### src/rtl/vend_pkg.sv
// Shared coin encoding and payout FSM state type for the vending coin interface.
package vend_pkg;

   typedef enum logic [2:0] {
      ST_IDLE,
      ST_PICK,
      ST_ISSUE,
      ST_GAP,
      ST_DONE
   } vend_state_e;

   // {coin, denom} encoding: denom bit selects the coin value.
   localparam logic COIN_ONE = 1'b0;
   localparam logic COIN_TWO = 1'b1;

   localparam int unsigned UNIT_ONE = 1;
   localparam int unsigned UNIT_TWO = 2;

   // Value in units of a coin given its denomination bit.
   function automatic int unsigned coin_units(input logic den);
      return (den == COIN_TWO) ? UNIT_TWO : UNIT_ONE;
   endfunction

endpackage

### src/rtl/vend_stock_counter.sv
// Saturating per-denomination coin stock counter, reloaded to INIT on reset.
module vend_stock_counter #(
   parameter int CNT_W = 6,
   parameter int INIT  = 8
) (
   input  logic             clk,
   input  logic             reset,
   input  logic             inc,
   input  logic             dec,
   output logic [CNT_W-1:0] cnt
);

   logic [CNT_W-1:0] cnt_q, cnt_d;

   // Refill and payout in the same cycle cancel; otherwise clamp at both ends.
   always_comb begin
      cnt_d = cnt_q;
      if (inc && !dec) begin
         if (cnt_q != '1) cnt_d = cnt_q + CNT_W'(1);
      end else if (dec && !inc) begin
         if (cnt_q != '0) cnt_d = cnt_q - CNT_W'(1);
      end
   end

   // Stock register, loaded with the initial fill on reset.
   always_ff @(posedge clk) begin
      if (reset) cnt_q <= CNT_W'(INIT);
      else       cnt_q <= cnt_d;
   end

   assign cnt = cnt_q;

endmodule

### src/rtl/vend_change_dispenser.sv
// Change/refund payout engine: greedy 2-unit-first coin selection, one hopper
// strobe per coin with ack handshake, jam timeout and shortfall reporting.
module vend_change_dispenser
   import vend_pkg::*;
#(
   parameter int AMT_W    = 4,
   parameter int CNT_W    = 6,
   parameter int ONE_INIT = 8,
   parameter int TWO_INIT = 8,
   parameter int ACK_TMO  = 15
) (
   input  logic             clk,
   input  logic             reset,
   input  logic             req_valid,
   input  logic [AMT_W-1:0] req_amount,
   output logic             req_ready,
   output logic             coin_out,
   output logic             coin_den,
   input  logic             hopper_ack,
   input  logic             refill_one,
   input  logic             refill_two,
   output logic             busy,
   output logic             done,
   output logic             short_err,
   output logic [AMT_W-1:0] unpaid,
   output logic [CNT_W-1:0] cnt_one,
   output logic [CNT_W-1:0] cnt_two
);

   localparam int TMO_W = $clog2(ACK_TMO + 1);
   localparam logic [TMO_W-1:0] TMO_LAST = TMO_W'(ACK_TMO - 1);
   localparam logic [AMT_W-1:0] AMT_TWO  = AMT_W'(UNIT_TWO);

   vend_state_e      state_q, state_d;
   logic [AMT_W-1:0] remaining_q, remaining_d;
   logic             sel_q, sel_d;
   logic [TMO_W-1:0] tmo_q, tmo_d;
   logic             short_q, short_d;
   logic [AMT_W-1:0] unpaid_q, unpaid_d;
   logic             dec_one, dec_two;
   logic [AMT_W-1:0] coin_amt;

   assign coin_amt = AMT_W'(coin_units(sel_q));

   // Next-state and datapath updates for the payout sequence.
   always_comb begin
      state_d     = state_q;
      remaining_d = remaining_q;
      sel_d       = sel_q;
      tmo_d       = tmo_q;
      short_d     = short_q;
      unpaid_d    = unpaid_q;
      dec_one     = 1'b0;
      dec_two     = 1'b0;
      case (state_q)
         ST_IDLE: begin
            short_d  = 1'b0;
            unpaid_d = '0;
            if (req_valid) begin
               remaining_d = req_amount;
               state_d     = (req_amount == '0) ? ST_DONE : ST_PICK;
            end
         end
         ST_PICK: begin
            tmo_d = '0;
            // Never pay a 2-unit coin against a single remaining unit.
            if (remaining_q >= AMT_TWO && cnt_two != '0) begin
               sel_d   = COIN_TWO;
               state_d = ST_ISSUE;
            end else if (cnt_one != '0) begin
               sel_d   = COIN_ONE;
               state_d = ST_ISSUE;
            end else begin
               short_d  = 1'b1;
               unpaid_d = remaining_q;
               state_d  = ST_DONE;
            end
         end
         ST_ISSUE: begin
            if (hopper_ack) begin
               dec_one     = (sel_q == COIN_ONE);
               dec_two     = (sel_q == COIN_TWO);
               remaining_d = remaining_q - coin_amt;
               tmo_d       = '0;
               state_d     = (remaining_d == '0) ? ST_DONE : ST_GAP;
            end else if (tmo_q == TMO_LAST) begin
               // Hopper jammed: give up with the current coin still counted as unpaid.
               short_d  = 1'b1;
               unpaid_d = remaining_q;
               tmo_d    = '0;
               state_d  = ST_DONE;
            end else begin
               tmo_d = tmo_q + TMO_W'(1);
            end
         end
         ST_GAP:  state_d = ST_PICK;
         ST_DONE: begin
            remaining_d = '0;
            state_d     = ST_IDLE;
         end
         default: state_d = ST_IDLE;
      endcase
   end

   // FSM and payout bookkeeping registers.
   always_ff @(posedge clk) begin
      if (reset) begin
         state_q     <= ST_IDLE;
         remaining_q <= '0;
         sel_q       <= COIN_ONE;
         tmo_q       <= '0;
         short_q     <= 1'b0;
         unpaid_q    <= '0;
      end else begin
         state_q     <= state_d;
         remaining_q <= remaining_d;
         sel_q       <= sel_d;
         tmo_q       <= tmo_d;
         short_q     <= short_d;
         unpaid_q    <= unpaid_d;
      end
   end

   vend_stock_counter #(.CNT_W(CNT_W), .INIT(ONE_INIT)) u_stock_one (
      .clk   (clk),
      .reset (reset),
      .inc   (refill_one),
      .dec   (dec_one),
      .cnt   (cnt_one)
   );

   vend_stock_counter #(.CNT_W(CNT_W), .INIT(TWO_INIT)) u_stock_two (
      .clk   (clk),
      .reset (reset),
      .inc   (refill_two),
      .dec   (dec_two),
      .cnt   (cnt_two)
   );

   assign req_ready = (state_q == ST_IDLE);
   assign busy      = (state_q != ST_IDLE);
   assign coin_out  = (state_q == ST_ISSUE);
   assign coin_den  = (state_q == ST_ISSUE) ? sel_q : COIN_ONE;
   assign done      = (state_q == ST_DONE);
   assign short_err = (state_q == ST_DONE) && short_q;
   assign unpaid    = (state_q == ST_DONE) ? unpaid_q : '0;

endmodule
### config.mk
export PLATFORM = sky130hd
export DESIGN_NAME = vend_change_dispenser
export DESIGN_NICKNAME = d
export VERILOG_FILES = /design/src/rtl/vend_pkg.sv /design/src/rtl/vend_stock_counter.sv /design/src/rtl/vend_change_dispenser.sv
export SDC_FILE = /design/constraint.sdc
export NUM_CORES = 1
export LEC_CHECK = 0
export ABC_CLOCK_PERIOD_IN_PS = 3400
export CORE_MARGIN = 1.5
export CORE_UTILIZATION = 41
export CTS_CLUSTER_SIZE = 8
export DETAILED_ROUTE_END_ITERATION = 7
export GPL_ROUTABILITY_DRIVEN = 0
export SLEW_MARGIN = 5
export SYNTH_ARGS = -nofsm -noshare
export SYNTH_HDL_FRONTEND = slang
export SYNTH_SLANG_ARGS = --single-unit
### constraint.sdc
create_clock -name clk -period 3.4 [get_ports clk]
set_input_delay 0.85 -clock clk [delete_from_list [all_inputs] [get_ports clk]]
set_output_delay 0.85 -clock clk [all_outputs]
set_load 0.005 [all_outputs]
==> results by group <==
Outcome
  • Status: complete, no violations

Yosys
  • Syn_nets: 257
  • Synth cell types: 53
  • Yosys warnings: 0
  • FFs w/ async S/R, synth: 0
  • Seq/Total Area, Yosys: 0.280
  • Count of flip-flops with a built-in enable after synthesis: 0
  • Cells after Synth: approximately 230
  • Cell Area, Synth: 0.00207 mm^2
  • Syn Area/Cell: between 8 and 9 um^2
  • FF+latch count, synth: 29
  • Main synth FF type: dfxtp_1

Clock network
  • H-tree levels: 2
  • Clock latency on the worst-skew pair: roughly 0.28 ns
  • Hold Buf Count CTS: 0
  • Clock sink total: 29
  • CTS tree: done
  • Clk buf depth: 2
  • Setup bufs post-CTS: 0
  • Inserted Clock Buffers: 5
  • Clk slew on worst S/H paths: 0.06 ns
  • Clock root cell: clkbuf_8
  • Post-CTS Resized: 0

Route
  • Drt via density: 5.26
  • DR vias: approximately 1,800
  • WL/cell: roughly 14 um
  • DRC: 0
  • DRT Pass-1 Iters: 4
  • Post-detailed-routing wire length: 4610 um
  • ANT nets after route: 0
  • Starting DRT DRC Count: 53

Critical path
  • Critical path type: input pin to flop
  • Critical path peak fanout: 5
  • Reg-to-Reg Start: state_q[2]$_SDFFE_PP0P_
  • R2r worst-path depth: 8
  • FF-to-FF setup slack: around 0.97 ns
  • Crit path launch type: input pin
  • CP Capture Type: flop
  • Req. time, crit path: 3.57 ns
  • Critical path arrival: 3.13 ns
  • Worst flop-to-flop path endpoint: u_stock_two.cnt[5]$_SDFFE_PP0P_

Hold path
  • Hold Path End: unpaid_q[1]$_SDFFE_PP0P_
  • Hold Crit Class: flop to flop
  • Hold Path Depth: 2
  • Hold Startpoint: unpaid_q[1]$_SDFFE_PP0P_

Final layout
  • Final Util: 0.535
  • Multi-input gate area: 0.00139 mm^2
  • Cell area after layout: 0.00256 mm^2
  • # diodes: 0
  • Share of cells above drive strength 1: 0.138
  • Most frequent cells in the layout: 31 x nor2_1, 31 x clkdlybuf4s50_1, 29 x dfxtp_1
  • Area delta synth->final: 23.3%
  • Register area: a little under 600 um^2
  • Fillers: 487
  • Final non-filler cell total: about 340
  • Final net count: 293

Placed design
  • Placed cells: 328
  • Port-buffer cells: 31
  • Final HPWL DP: 3550 um
  • Placed cell area: 0.00247 mm^2

Global route
  • GR Util All Layers: 0.182
  • Initial antenna violation count: 0
  • Total grt overflow: 0
  • Largest net degree at the start of global routing: 13
  • Vias in the first global route: 1,597
  • First-pass GRT wire length: 7620 um

Die
  • Initial core utilization: 0.433
  • I/O pins: 32
  • Area of the core: 0.00479 mm^2
  • Die Ht: between 70 and 80 um
  • Die area: 0.00550 mm^2
  • Die width: 74.1 um
  • Cell Rows: 25

Timing
  • Crit path time final: 2.96 ns
  • Slew Viols, Final: 0
  • Setup Viol. Count Final: 0
  • Fin crit share: 0.872
  • Worst slew margin: 0.512
  • Fmax: 0.337 GHz
  • RSZ-0062 raised after global routing: false
  • Final Hold Fails: 0
  • Final setup TNS: 0 ns
  • Clk_skew: approximately 0.0077 ns
  • Worst slew pin tran: 0.730 ns

Power and ir drop
  • Design Power: 1.66 mW
  • Reg power frac: 0.324
  • Pwr/cell area: about 650 mW/mm^2
  • Clock power share: 0.174
  • Psw: about 700 uW
  • Comb pwr share: 0.501
  • Peak VDD IR: 0.000329 V
  • Lkg Pwr: a little under 1 nW
  • Switching Fraction: 0.411
  • Cell-internal power: around 980 uW

Flow run
  • Max Cap Viol: 0
-- routing by layer --
metal	up-vias	wire, um	global-route usage
met5	-	0	0
met4	0	51	0.0556
met3	5	206	0.0434
met2	40	2140	0.298
met1	815	2210	0.238
li1	903	-	-
-- flip-flops by register name, summed over array words and instances (netlist names) --
signal,count
tmo_q,4
unpaid_q,4
u_stock_one.cnt,6
state_q,3
u_stock_two.cnt,6
remaining_q,4
short_q,1
sel_q,1
-- worst max-delay path, cell delays in order --
cell             delay [ns]
clkdlybuf4s50_1        0.53
nand4bb_4              0.18
o21ai_4                0.22
ha_1                   0.27
a211oi_1               0.24
o21bai_1               0.10
a21oi_1                0.18
mux2i_1                0.21
mux2_1                 0.33
-- power groups by stage --
stage	Combinational (mW)	Clock, mW	Sequential, mW
detailed placement	0.830	0	0.548
global route	0.921	0.315	0.557
CTS	0.835	0.300	0.540
global placement	0.823	0	0.547
floorplan	0.642	0	0.502
finish	0.832	0.290	0.539
-- metrics by stage --
step	hold WS, ns	setup WS, ns
after detailed placement	0.473	0.136
after global routing	0.508	0.295
final	0.479	0.436
after floorplan	0.450	0.684
after CTS	0.485	0.424
after global placement	0.467	0.163
-- final cells by class --
cell class / instances / share of cell area
inverter: 14 / 0.0225
clock buffer: 7 / 0.0337
multi-input combinational: 180 / 0.542
sequential: 29 / 0.227
timing repair buffer: 38 / 0.142
tap: 67 / 0.0328
-- cell usage after synthesis (2+ instances only) --
master | n | share of area
or3b_1 | 3 | 0.013
nand2_1 | 4 | 0.0072
inv_1 | 12 | 0.022
mux2_1 | 2 | 0.011
buf_2 | 3 | 0.0072
nor4_2 | 2 | 0.012
a21oi_2 | 2 | 0.0084
or3_1 | 3 | 0.0090
a211oi_1 | 7 | 0.025
o21a_1 | 4 | 0.014
a211oi_2 | 2 | 0.012
a31oi_1 | 2 | 0.0060
o21bai_4 | 2 | 0.018
nor2b_1 | 6 | 0.018
nand3_1 | 5 | 0.012
fa_1 | 3 | 0.029
mux2i_1 | 4 | 0.019
xnor2_1 | 9 | 0.038
nor3b_2 | 2 | 0.012
ha_1 | 12 | 0.072
dfxtp_1 | 29 | 0.28
a21o_1 | 4 | 0.014
a211o_1 | 2 | 0.0084
nand4_1 | 8 | 0.024
a21oi_1 | 19 | 0.046
nor2_1 | 31 | 0.056
a2111oi_4 | 2 | 0.027
xor2_1 | 2 | 0.0084
and2_1 | 5 | 0.015
nor4_1 | 2 | 0.0060
nor3_1 | 2 | 0.0048
o21ai_1 | 5 | 0.012
nor2_2 | 3 | 0.0090
o21ai_0 | 6 | 0.014
clkbuf_1 | 3 | 0.0054
o21bai_1 | 2 | 0.0072
o21ai_4 | 2 | 0.016
-- worst max-delay path by stage --
stage                                 endpoint  slack (ns)        from  cells past startpoint
2_1_floorplan  u_stock_one.cnt[5]$_SDFFE_PP0P_        0.68  hopper_ack                      8
3_3_place_gp   u_stock_one.cnt[5]$_SDFFE_PP0P_        0.16  hopper_ack                      9
3_5_place_dp   u_stock_two.cnt[5]$_SDFFE_PP0P_        0.14  hopper_ack                      9
4_1_cts        u_stock_two.cnt[5]$_SDFFE_PP0P_        0.42  hopper_ack                      9
5_1_grt        u_stock_two.cnt[5]$_SDFFE_PP0P_        0.29  hopper_ack                      9
6_report       u_stock_two.cnt[5]$_SDFFE_PP0P_        0.44  hopper_ack                      9
-- logic make-up after synthesis --
kind of cell,share of synthesized area
adders and majority gates,0.101
muxes,0.0302
buffers and inverters,0.0513
and+or+nand+nor,0.227
AOI/OAI and AO/OA,0.264
xor gates and xnor gates,0.0464
DFF,0.280
(Power assumes the default switching activity.)
==> patch, RTL diff (same settings) <==
Put a register stage on the output `cnt_two`. The value now appears one clock later. The other outputs are not delayed to match.
--- a/src/rtl/vend_change_dispenser.sv
+++ b/src/rtl/vend_change_dispenser.sv
@@ -30,6 +30,8 @@
    localparam int TMO_W = $clog2(ACK_TMO + 1);
    localparam logic [TMO_W-1:0] TMO_LAST = TMO_W'(ACK_TMO - 1);
    localparam logic [AMT_W-1:0] AMT_TWO  = AMT_W'(UNIT_TWO);
+
+   logic [CNT_W-1:0] cnt_two_d;
 
    vend_state_e      state_q, state_d;
    logic [AMT_W-1:0] remaining_q, remaining_d;
@@ -64,7 +66,7 @@
          ST_PICK: begin
             tmo_d = '0;
             // Never pay a 2-unit coin against a single remaining unit.
-            if (remaining_q >= AMT_TWO && cnt_two != '0) begin
+            if (remaining_q >= AMT_TWO && cnt_two_d != '0) begin
                sel_d   = COIN_TWO;
                state_d = ST_ISSUE;
             end else if (cnt_one != '0) begin
@@ -134,7 +136,7 @@
       .reset (reset),
       .inc   (refill_two),
       .dec   (dec_two),
-      .cnt   (cnt_two)
+      .cnt   (cnt_two_d)
    );
 
    assign req_ready = (state_q == ST_IDLE);
@@ -145,4 +147,8 @@
    assign short_err = (state_q == ST_DONE) && short_q;
    assign unpaid    = (state_q == ST_DONE) ? unpaid_q : '0;
 
+   always_ff @(posedge clk) begin
+      cnt_two <= cnt_two_d;
+   end
+
 endmodule
Behaviour: not the same (Yosys sat finds a counterexample within 4 cycles, from zero or initial values and one cycle with reset high).
==> patch against the original RTL <==
Global-route usage is 1.3 points lower; synthesized area is 3.6% higher; wire length shrank 3.4%; total power is essentially flat; largest power group unchanged; setup slack got worse by 0.051 ns; sequential cell count is 6 higher; final area rose by 3.0%.
==> patch: results (changes against the original RTL) <==
[hold_path]
hold-path-cell-count=0  ; was 2
hold_class=reg2reg  ; unchanged
min_to=cnt_two[4]$_DFF_P_  ; was unpaid_q[1]$_SDFFE_PP0P_
min_from=u_stock_two.cnt[4]$_SDFFE_PP0P_  ; was unpaid_q[1]$_SDFFE_PP0P_

[placed_design]
place_inst=340  ; was 328
dp_hpwl_um=3388  ; was 3550 um

[pwr]
power.leakage_uw=0.001005  ; was 0.0009625 uW
peakVddDrop_mv=0.2814  ; was 0.3288 mV

[worst_setup_path]
reg2reg_slack_ns=0.79  ; was 0.97 ns
worst-path-max-fanout=4  ; was 5
r2r_start=state_q[1]$_SDFFE_PP0P_  ; was state_q[2]$_SDFFE_PP0P_
r2r_cells=8  ; unchanged
reg2reg_to=u_stock_one.cnt[5]$_SDFFE_PP0P_  ; was u_stock_two.cnt[5]$_SDFFE_PP0P_
critical_path_arrival_ns=3.19  ; was 3.13 ns

[route]
drt_iter0_markers=64  ; was 53
drt-total-wl_um=4451  ; was 4608 um
first_pass_iters=4  ; unchanged
vias=1777  ; was 1763

[grt]
grt_util_met2=0.2856  ; was 0.2976
grt_pass1_wl_um=7341  ; was 7617 um
antenna_found_initial=0  ; unchanged
first_global_vias=1647  ; was 1597
grt_use_total=0.1696  ; was 0.1822
met1_usage=0.2092  ; was 0.2383
use_met3=0.03968  ; was 0.04336
grt_start_max_net_pins=17  ; was 13

[status]
status=finished clean  ; unchanged

[yosys]
synth.yosys.seq_area_share=0.3260  ; was 0.2799
synth_commonest_cells=35 x dfxtp_1, 30 x nor2_1, 19 x a21oi_1, 15 x inv_1, 12 x ha_1  ; was 31 x nor2_1, 29 x dfxtp_1, 19 x a21oi_1, 12 x ha_1, 12 x inv_1
synth_cell_types=50  ; was 53
synthArstFlopShare=0  ; unchanged
synthCells=241  ; was 232
synth_nets=266  ; was 257
synthTopCellsByArea=dfxtp_1 33%, ha_1 7.0%, nor2_1 5.2%  ; was dfxtp_1 28%, ha_1 7.2%, nor2_1 5.6%

[finish]
drive_above_1_share=0.1259  ; was 0.1381
final_cell_count_no_fill=348  ; was 335
final_nets=302  ; was 293
nFillCells=509  ; was 487

[clock_tree]
cts_setup_buffers=0  ; unchanged
root_buffer=clkbuf_8  ; unchanged
htreeDepth=2  ; unchanged

[timing]
skew_ns=0.004005  ; was 0.007678 ns
worst_pin_slew_ns=0.7301  ; was 0.7299 ns

## patch: changes by cell type after synthesis, sizes merged, moves of 2 or more
cell | before | now
dfxtp | 29 | 35
a21oi | 21 | 19
o21ai | 14 | 17
nand2 | 4 | 8
a211oi | 10 | 7
inv | 13 | 16
## patch: worst max-delay path: cells and delay by family
family,cells,cell delay (ns)
multiplexers,2,0.54
AO/OA/AOI/OAI,4,0.78
AND/OR/NAND/NOR,1,0.20
adder cells (fa/ha/maj),1,0.28
buffers and inverters,1,0.54
## patch: worst max path at each step
| stage | to | depth (start not counted) |
|---|---|---|
| finish | u_stock_one.cnt[5]$_SDFFE_PP0P_ | 9 |
| global route | u_stock_two.cnt[5]$_SDFFE_PP0P_ | 9 |
| CTS | u_stock_two.cnt[5]$_SDFFE_PP0P_ | 9 |
| detailed placement | u_stock_one.cnt[5]$_SDFFE_PP0P_ | 9 |
| global placement | u_stock_one.cnt[5]$_SDFFE_PP0P_ | 9 |
| floorplan | u_stock_one.cnt[5]$_SDFFE_PP0P_ | 8 |
## patch: where the power goes
part,internal [uW],leakage [uW],switching (uW),total (uW)
Sequential,500,0.000288,126,625
Combinational,362,0.000670,385,747
Clock,140,0.0000477,147,287
Total,1000,0.00101,658,1660
## patch: metal layers
metal	share of wire	up-vias	routed length, um
li1	-	927	-
met1	0.49	812	2176
met2	0.46	29	2047
met3	0.031	9	137
met4	0.020	0	89
met5	0	-	0
## patch: cell type report
| class | instances | share of cell area |
|---|---|---|
| inverter | 16 | 0.02279 |
| sequential | 35 | 0.2659 |
| clock buffer | 5 | 0.02612 |
| tap | 70 | 0.03324 |
| timing repair buffer | 37 | 0.1349 |
| multi-input combinational | 182 | 0.5114 |
| clock inverter | 3 | 0.005698 |
## patch: cell families after synthesis
kind of cell | count (synthesis) | synth area share
AO/OA/AOI/OAI | 66 | 0.2363
XOR/XNOR | 11 | 0.04482
flip-flops | 35 | 0.3260
multiplexers | 6 | 0.02910
adder cells (fa/ha/maj) | 15 | 0.09779
buffers and inverters | 24 | 0.04714
AND/OR/NAND/NOR | 84 | 0.2189
## patch: through the flow
| step | total power, uW | setup WS, ns | util | hold slack [ns] | area, um2 |
|---|---|---|---|---|---|
| final | 1660 | 0.3844 | 0.5192 | 0.4127 | 2635 |
| after global routing | 1810 | 0.2123 | 0.5192 | 0.4223 | 2635 |
| after CTS | 1678 | 0.3907 | 0.5192 | 0.4157 | 2635 |
| after detailed placement | 1386 | 0.09534 | 0.5027 | 0.4076 | 2551 |
| after global placement | 1377 | 0.1257 | 0.5027 | 0.4073 | 2551 |
| after floorplan | 1163 | 0.6837 | - | 0.3746 | 2150 |
